[src/rtl/blit_pkg.sv]
// Shared constants for the sprite blitter: default sprite and framebuffer
// dimensions, the transparent colour key and the FSM state encodings.
package blit_pkg;

  localparam int SPR_W_D  = 34;
  localparam int SPR_H_D  = 27;
  localparam int ROM_AW_D = 10;
  localparam int FB_W_D   = 160;
  localparam int FB_H_D   = 120;
  localparam int FB_AW_D  = 15;

  localparam logic [7:0] TRANSP_D = 8'h00;

  typedef logic [1:0] state_t;

  localparam state_t ST_IDLE  = 2'd0;
  localparam state_t ST_RUN   = 2'd1;
  localparam state_t ST_DRAIN = 2'd2;
  localparam state_t ST_DONE  = 2'd3;

endpackage

[src/rtl/blit_addr_gen.sv]
// Sprite walk counters: col/row, ROM address (raster or mirrored),
// FB row base accumulator and last-pixel flag.
// Ports: i_clr loads start values (row base = i_base0), i_step advances.
module blit_addr_gen
  import blit_pkg::*;
#(
  parameter int SPR_W  = SPR_W_D,
  parameter int SPR_H  = SPR_H_D,
  parameter int ROM_AW = ROM_AW_D,
  parameter int FB_W   = FB_W_D,
  parameter int FB_AW  = FB_AW_D,
  parameter int CW     = $clog2(SPR_W),
  parameter int RW     = $clog2(SPR_H)
) (
  input  logic              i_clk2,
  input  logic              i_rst,
  input  logic              i_clr,
  input  logic              i_step,
  input  logic              i_mirror,
  input  logic [FB_AW-1:0]  i_base0,
  output logic [ROM_AW-1:0] o_rom_addr,
  output logic [CW-1:0]     o_col,
  output logic [RW-1:0]     o_row,
  output logic [FB_AW-1:0]  o_row_base,
  output logic              o_last
);

  logic [CW-1:0]     col_q, col_d;
  logic [RW-1:0]     row_q, row_d;
  logic [ROM_AW-1:0] rrom_q, rrom_d;
  logic [FB_AW-1:0]  base_q, base_d;

  logic              col_end;

  assign col_end = (col_q == CW'(SPR_W - 1));
  assign o_last  = col_end && (row_q == RW'(SPR_H - 1));

  always_comb begin
    col_d  = col_q;
    row_d  = row_q;
    rrom_d = rrom_q;
    base_d = base_q;
    if (i_clr) begin
      col_d  = '0;
      row_d  = '0;
      rrom_d = '0;
      base_d = i_base0;
    end else if (i_step) begin
      if (o_last) begin
        col_d  = '0;
        row_d  = '0;
        rrom_d = '0;
      end else if (col_end) begin
        col_d  = '0;
        row_d  = row_q + RW'(1);
        rrom_d = rrom_q + ROM_AW'(SPR_W);
        base_d = base_q + FB_AW'(FB_W);
      end else begin
        col_d  = col_q + CW'(1);
      end
    end
  end

  always_ff @(posedge i_clk2) begin
    if (i_rst) begin
      col_q  <= '0;
      row_q  <= '0;
      rrom_q <= '0;
      base_q <= '0;
    end else begin
      col_q  <= col_d;
      row_q  <= row_d;
      rrom_q <= rrom_d;
      base_q <= base_d;
    end
  end

  // Mirrored rows read right-to-left; destination order is unchanged.
  assign o_rom_addr = i_mirror
                    ? rrom_q + ROM_AW'(SPR_W - 1) - ROM_AW'(col_q)
                    : rrom_q + ROM_AW'(col_q);
  assign o_col      = col_q;
  assign o_row      = row_q;
  assign o_row_base = base_q;

endmodule

[src/rtl/monster_blitter.sv]
// Copies one sprite from ROM into the framebuffer at (i_x,i_y) with
// clipping and colour-key transparency; BLIT_MIRROR_EN adds i_mirror.
module monster_blitter
  import blit_pkg::*;
#(
  parameter int         SPR_W  = SPR_W_D,
  parameter int         SPR_H  = SPR_H_D,
  parameter int         ROM_AW = ROM_AW_D,
  parameter int         FB_W   = FB_W_D,
  parameter int         FB_H   = FB_H_D,
  parameter int         FB_AW  = FB_AW_D,
  parameter logic [7:0] TRANSP = TRANSP_D
) (
  input  logic              i_clk2,
  input  logic              i_rst,
  input  logic              i_start,
  input  logic [7:0]        i_x,
  input  logic [6:0]        i_y,
`ifdef BLIT_MIRROR_EN
  input  logic              i_mirror,
`endif
  output logic              o_busy,
  output logic              o_done,
  output logic [ROM_AW-1:0] o_rom_addr,
  input  logic [7:0]        i_rom_data,
  output logic [FB_AW-1:0]  o_fb_addr,
  output logic [7:0]        o_fb_data,
  output logic              o_fb_we
);

  localparam int CW = $clog2(SPR_W);
  localparam int RW = $clog2(SPR_H);

  logic mirror_in;
`ifdef BLIT_MIRROR_EN
  assign mirror_in = i_mirror;
`else
  assign mirror_in = 1'b0;
`endif

  state_t           state_q, state_d;
  logic [7:0]       x_q, x_d;
  logic [6:0]       y_q, y_d;
  logic             mir_q, mir_d;

  logic             s1_vld_q, s1_vld_d;
  logic             s1_in_q, s1_in_d;
  logic             s1_last_q, s1_last_d;
  logic [FB_AW-1:0] s1_addr_q, s1_addr_d;

  logic             we_q, we_d;
  logic [FB_AW-1:0] fa_q, fa_d;
  logic [7:0]       fd_q, fd_d;
  logic             wlast_q, wlast_d;

  logic             run;
  logic             g_last;
  logic [CW-1:0]    g_col;
  logic [RW-1:0]    g_row;
  logic [FB_AW-1:0] g_base;
  logic [FB_AW-1:0] base0;
  logic [8:0]       x_sum, y_sum;

  assign run   = (state_q == ST_RUN);
  assign base0 = FB_AW'(i_y) * FB_AW'(FB_W);

  blit_addr_gen #(
    .SPR_W  (SPR_W),
    .SPR_H  (SPR_H),
    .ROM_AW (ROM_AW),
    .FB_W   (FB_W),
    .FB_AW  (FB_AW),
    .CW     (CW),
    .RW     (RW)
  ) u_gen (
    .i_clk2     (i_clk2),
    .i_rst      (i_rst),
    .i_clr      (!run),
    .i_step     (run),
    .i_mirror   (run && mir_q),
    .i_base0    (base0),
    .o_rom_addr (o_rom_addr),
    .o_col      (g_col),
    .o_row      (g_row),
    .o_row_base (g_base),
    .o_last     (g_last)
  );

  always_comb begin
    state_d = state_q;
    x_d     = x_q;
    y_d     = y_q;
    mir_d   = mir_q;
    unique case (state_q)
      ST_IDLE: begin
        if (i_start) begin
          state_d = ST_RUN;
          x_d     = i_x;
          y_d     = i_y;
          mir_d   = mirror_in;
        end
      end
      ST_RUN:   if (g_last) state_d = ST_DRAIN;
      // Leave only once the final pixel's write slot has passed.
      ST_DRAIN: if (wlast_q) state_d = ST_DONE;
      default:  state_d = ST_IDLE;
    endcase
  end

  // 9-bit sums so positions past the right/bottom edge never wrap.
  assign x_sum = {1'b0, x_q} + 9'(g_col);
  assign y_sum = 9'(y_q) + 9'(g_row);

  always_comb begin
    s1_vld_d  = run;
    s1_last_d = run && g_last;
    s1_in_d   = (x_sum < 9'(FB_W)) && (y_sum < 9'(FB_H));
    s1_addr_d = g_base + FB_AW'(x_q) + FB_AW'(g_col);
    we_d      = s1_vld_q && s1_in_q && (i_rom_data != TRANSP);
    fa_d      = s1_addr_q;
    fd_d      = i_rom_data;
    wlast_d   = s1_vld_q && s1_last_q;
  end

  always_ff @(posedge i_clk2) begin
    if (i_rst) begin
      state_q   <= ST_IDLE;
      x_q       <= '0;
      y_q       <= '0;
      mir_q     <= 1'b0;
      s1_vld_q  <= 1'b0;
      s1_in_q   <= 1'b0;
      s1_last_q <= 1'b0;
      s1_addr_q <= '0;
      we_q      <= 1'b0;
      fa_q      <= '0;
      fd_q      <= '0;
      wlast_q   <= 1'b0;
    end else begin
      state_q   <= state_d;
      x_q       <= x_d;
      y_q       <= y_d;
      mir_q     <= mir_d;
      s1_vld_q  <= s1_vld_d;
      s1_in_q   <= s1_in_d;
      s1_last_q <= s1_last_d;
      s1_addr_q <= s1_addr_d;
      we_q      <= we_d;
      fa_q      <= fa_d;
      fd_q      <= fd_d;
      wlast_q   <= wlast_d;
    end
  end

  assign o_busy    = (state_q != ST_IDLE);
  assign o_done    = (state_q == ST_DONE);
  assign o_fb_we   = we_q;
  assign o_fb_addr = fa_q;
  assign o_fb_data = fd_q;

endmodule
[config.mk]
export PLATFORM = sky130hd
export DESIGN_NAME = monster_blitter
export DESIGN_NICKNAME = d
export VERILOG_FILES = /design/src/rtl/blit_pkg.sv /design/src/rtl/blit_addr_gen.sv /design/src/rtl/monster_blitter.sv
export SDC_FILE = /design/constraint.sdc
export NUM_CORES = 1
export LEC_CHECK = 0
export ABC_AREA = 1
export CAP_MARGIN = 10
export CORE_MARGIN = 1
export CORE_UTILIZATION = 25
export DETAILED_ROUTE_END_ITERATION = 8
export PLACE_DENSITY = 0.51
export SETUP_SLACK_MARGIN = 0.15
export SKIP_CTS_REPAIR_TIMING = 1
export SYNTH_ARGS = -nofsm -noshare
export SYNTH_HDL_FRONTEND = slang
export SYNTH_SLANG_ARGS = --single-unit
[constraint.sdc]
create_clock -name i_clk2 -period 2 [get_ports i_clk2]
set_input_delay 0.4 -clock i_clk2 [delete_from_list [all_inputs] [get_ports i_clk2]]
set_output_delay 0.4 -clock i_clk2 [all_outputs]
set_load 0.02 [all_outputs]
Yosys cells after proc, flatten, opt, wreduce, memory -nomap -nowiden. Cells that the tools add are included.

Flip-flop bits (word level): 96. Bits in latches: 0. RAM bits: 0. Bits in read-only memories: 0. Input port bits: 26. Output and inout port bits: 36. Logic and storage cells: 63. Memories: 0.

Add/subtract/negate cells: 9. $mul: 1. Divide/modulo/power cells: 0. Magnitude comparators: 2. Equality and inequality tests: 10. Shifts and indexed selects: 0. Muxes and demuxes: 7. Bitwise operators: 2. Reductions and logical operators: 16.

Operators with widths (count): 15-bit 2-to-1 mux (3); 15-bit by 6-bit adder with 15-bit output (1); 15-bit by 8-bit adder with 15-bit output (1); 15-bit by 8-bit adder with 15-bit output (second input constant) (1); 10-bit by 6-bit adder with 10-bit output (1); 10-bit by 6-bit adder with 10-bit output (second input constant) (1); 7-bit by 3-bit multiplier with 10-bit output (second input constant) (1); 8-bit by 6-bit adder with 9-bit output (1); 9-bit by 8-bit < comparator with 1-bit output (second input constant) (1); 7-bit by 5-bit adder with 8-bit output (1); 8-bit by 7-bit < comparator with 1-bit output (second input constant) (1); 8-bit nonzero test (1); 6-bit by 1-bit adder with 6-bit output (second input constant) (1); 6-bit equality test (second input constant) (1); 1-bit logical AND (6); 2-bit 2-to-1 mux (3); 2-bit inequality test (second input constant) (3); 2-bit one-hot mux with 3 select lines (1); 2-bit AND reduction (3); 5-bit by 1-bit adder with 5-bit output (second input constant) (1); 5-bit equality test (second input constant) (1); 2-bit equality test (second input constant) (2); 2-bit by 1-bit inequality test with 1-bit output (second input constant) (2); 4-bit OR reduction (1); other kinds (7) (8).

Longest topological paths before layout.
Depth in word-level cells: 4. Depth in mapped cells: 13.

Hierarchy. Synthesis repeated with hierarchy kept, for this count alone.

Cell total of the unflattened synthesis: 799. Area total of the unflattened synthesis: 5761.8 µm².

By module, submodules not included: monster_blitter (times used 1, cells an instance 403, area each 3118.0 µm²); blit_addr_gen (times used 1, cells an instance 396, area each 2643.8 µm²).

Worst setup path after synthesis. OpenSTA, ideal clock, no wires.

Path kind: register to output. From: register u_gen.col_q[1] (netlist: u_gen.o_col[1]). To: output o_rom_addr[9]. Data arrival time: 1.744 ns. Data required time: 1.600 ns. Path slack: -0.144 ns. Cell stages (with the launch flop): 9. Path buffers: 0. Path through: dfxtp_1 ha_1 fa_1 nand3_1 nand3_1 nand2_1 a21boi_0 nand2_1 xor2_1.

Word-level cells in the longest chain between the ends: 1.

RTL lines: from (decl) (RTL line blit_addr_gen.sv:28) `logic [CW-1:0] col_q, col_d;`; from (signal assigned) (RTL line blit_addr_gen.sv:71) `col_q <= col_d;`; 10-bit by 6-bit adder with 10-bit output (RTL line blit_addr_gen.sv:81) `: rrom_q + ROM_AW'(col_q);`; to (decl) (RTL line monster_blitter.sv:24) `output logic [ROM_AW-1:0] o_rom_addr,`.

Every way passes these cells.

Worst setup path after layout.
From: register u_gen.rrom_q[1]. To: output o_rom_addr[9].

Word-level cells in the longest chain between the ends: 1.

RTL lines: from (decl) (RTL line blit_addr_gen.sv:30) `logic [ROM_AW-1:0] rrom_q, rrom_d;`; from (signal assigned) (RTL line blit_addr_gen.sv:73) `rrom_q <= rrom_d;`; 10-bit by 6-bit adder with 10-bit output (RTL line blit_addr_gen.sv:81).

Every way passes these cells.

==> results.py <==
metrics = {
    "floorplan": {
        "core_area_sq_um": 19500,
        "start_util_pct": 25.5,
        "io_pins": 62,
        "dieArea_sq_um": 20400,
        "die_w_um": 143,
        "placementRows": 51,
        "die_y_um": 143,
    },
    "synthesis": {
        "synth-async-reset-ratio_pct": 0,
        "synth_ff_type": "dfxtp_1",
        "synth-seq-area-share_pct": 36.3,
        "ys.warnings.count": 0,
        "mappedNetlistNets": 764,
        "syn_area_per_cell_sq_um": 7.26,
        "syn-cell-area_sq_um": 4970,
        "synth_edf_count": 0,
        "synth_seq_cells": 90,
        "synth_cell_types": 38,
        "syn_inst": 684,
    },
    "clocking": {
        "clockBufferDepth": 2,
        "numCtsBuffers": 9,
        "root_buffer": "clkbuf_16",
        "cts_num_sinks": 90,
        "cts_tree": "yes",
        "clk_latency_ns": 0.35,
        "h-tree-depth": 3,
        "clk_pin_slew_ns": 0.07,
    },
    "timing": {
        "post-route-period-util_pct": 114,
        "setup_viol": 12,
        "max-slew-margin-rel_pct": 75.8,
        "tns_ns": -1.57,
        "hold_slack_ns": 0.401,
        "timing.final.crit_period_ns": 2.27,
        "rsz0062_at_grt": "true",
        "timing.final.ws_setup_ns": -0.271,
        "tightest_slew_ns": 0.360,
        "slew_viol_final": 0,
        "clock_skew_ns": 0.00475,
        "fmax_ghz": 0.440,
        "hold_viol_final": 0,
    },
    "grt": {
        "grt_usage_pct": 12.1,
        "grt_overflow_total": 0,
        "grt_pass1_wl_um": 19400,
        "antenna_found_initial": 0,
        "grt_pass1_vias": 4058,
        "grt_max_degree": 28,
    },
    "detailed_routing": {
        "vias_per_cell": 4.18,
        "first_pass_iters": 4,
        "finalWirelength_um": 12100,
        "drtAntennaViolNets": 0,
        "dr.first_iter.drc_count": 171,
        "drc_errors": 0,
        "num_vias": 4544,
        "wl_per_cell_um": 11.1,
    },
    "setup_path": {
        "end_kind": "output port",
        "reg2reg_to": "fa_d[13]",
        "rrSetupSlack_ns": -0.15,
        "path_class": "flip-flop to output port",
        "crit_arrival_ns": 1.87,
        "reg2reg_depth": 11,
        "r2r-start": "u_gen.o_col[1]",
        "worst_setup_path_start_kind": "flip-flop",
        "cp_max_fo": 2,
        "cp_data_required_time_ns": 1.60,
    },
    "finish": {
        "final_cell_mix": "nand2_1, nor2_1, inv_1",
        "nFillCells": 2029,
        "layout_commonest_cell": "nand2_1",
        "multiInputGateArea_sq_um": 3050,
        "seqCellArea_sq_um": 1810,
        "antennaDiodeCount": 0,
        "syn2layout_area_growth_pct": 43.3,
        "layout.nets": 897,
        "drive_gt1_share_pct": 23.6,
        "final_util_pct": 36.6,
        "design_area_sq_um": 7120,
    },
    "pwr": {
        "p_leak_nw": 3.34,
        "finalPower_mw": 6.00,
        "ir_drop_mv": 0.525,
        "p_per_area_nw_per_um2": 843,
    },
    "place": {
        "finalWeightedCongestion": 0.773,
        "placed_area_sq_um": 6420,
        "port_buffers": 61,
        "place_hpwl_um": 9290,
    },
    "worst_hold_path": {
        "hold_depth": 2,
        "holdPathEnd": "o_fb_addr[13]",
        "min_from": "fa_d[13]",
        "hp-class": "flip-flop to flip-flop",
    },
    "status": {
        "outcome": "finished with violations",
        "violations": "negative setup slack",
    },
    "flow_run": {
        "cap_viol_max_count": 0,
    },
}
-- stage by stage --
step	setup WS (ns)	cells
2_1_floorplan	0.103	684
3_3_place_gp	-0.397	1063
3_5_place_dp	-0.414	1063
4_1_cts	-0.754	1079
5_1_grt	-0.389	1087
6_report	-0.271	1087
-- synth_stat cells (2+ instances only) --
library cell | count | share of area, %
ha_1 | 46 | 12
o21ai_1 | 2 | 0.20
a31oi_1 | 4 | 0.50
nor2_2 | 3 | 0.38
buf_6 | 2 | 0.45
nand2_2 | 5 | 0.63
dfxtp_1 | 90 | 36
xor2_1 | 8 | 1.4
inv_2 | 4 | 0.30
nor3_1 | 6 | 0.60
nor4_1 | 2 | 0.25
inv_1 | 99 | 7.5
nand3_2 | 3 | 0.60
o21ai_0 | 42 | 4.2
clkbuf_1 | 8 | 0.60
xnor2_1 | 2 | 0.35
or2_2 | 3 | 0.38
o21bai_1 | 2 | 0.30
buf_2 | 2 | 0.20
nand3_1 | 36 | 3.6
nand3b_1 | 3 | 0.45
fa_1 | 8 | 3.2
nand4_1 | 7 | 0.88
nor2_1 | 100 | 7.6
nand2_1 | 134 | 10
a21oi_1 | 51 | 5.1
-- cells by family (layout without fill, tap and decap cells) --
kind of cell / Yosys count / count (layout) / synth area share, %
XOR/XNOR: 10 / 10 / 1.76
flip-flops: 90 / 90 / 36.3
adder cells (fa/ha/maj): 54 / 54 / 14.8
buffers and inverters: 119 / 257 / 9.62
AO/OA/AOI/OAI: 104 / 104 / 10.9
AND/OR/NAND/NOR: 307 / 307 / 26.6
-- layout make-up --
cell class | instances | area share [%]
repair buffers | 137 | 17.4
clock buffers | 9 | 3.16
multi-input cells | 475 | 42.8
well taps | 265 | 4.66
clock inverters | 7 | 0.967
inverters | 104 | 5.48
flip-flops and latches | 90 | 25.5
-- report_power, final --
group,switching [mW],internal (mW)
combinational,1.17,0.895
sequential,0.184,2.07
clock,0.795,0.882
-- critical path, cell delays in order, from the launching register on --
cell,delay (ns)
dfxtp_2,0.34
ha_4,0.16
fa_2,0.39
nand3_2,0.07
nand3_2,0.07
nand2_1,0.07
a21boi_2,0.07
nand2_2,0.07
xor2_2,0.14
buf_6,0.13
-- flip-flops by register name, summed over array words and instances, names as in the netlist --
register          count
wlast_q               1
o_fb_addr            15
s1_vld_q              1
s1_in_q               1
y_q                   7
u_gen.rrom_q          9
u_gen.o_row_base     10
state_q               2
o_fb_data             8
u_gen.o_col           6
x_q                   8
fa_d                 15
s1_last_q             1
o_fb_we               1
u_gen.o_row           5
-- worst max-delay path by stage --
stage	endpoint	from	cells after the start
3_3_place_gp	u_gen.o_row_base[12]	i_y[3]	11
4_1_cts	o_rom_addr[9]	u_gen.o_col[1]	9
2_1_floorplan	o_rom_addr[9]	u_gen.o_col[1]	8
3_5_place_dp	u_gen.o_row_base[10]	i_y[3]	9
6_report	o_rom_addr[9]	u_gen.rrom_q[1]	9
5_1_grt	o_rom_addr[9]	u_gen.rrom_q[1]	9
-- routing by layer --
layer	GRT usage, %	part of all wire (%)	up-vias
met5	0	0	-
met4	3.74	1.3	0
met3	2.82	3.6	10
met2	18.7	44	68
met1	16.6	51	2026
li1	-	-	2440
Power figures use the tool's default switching activity.
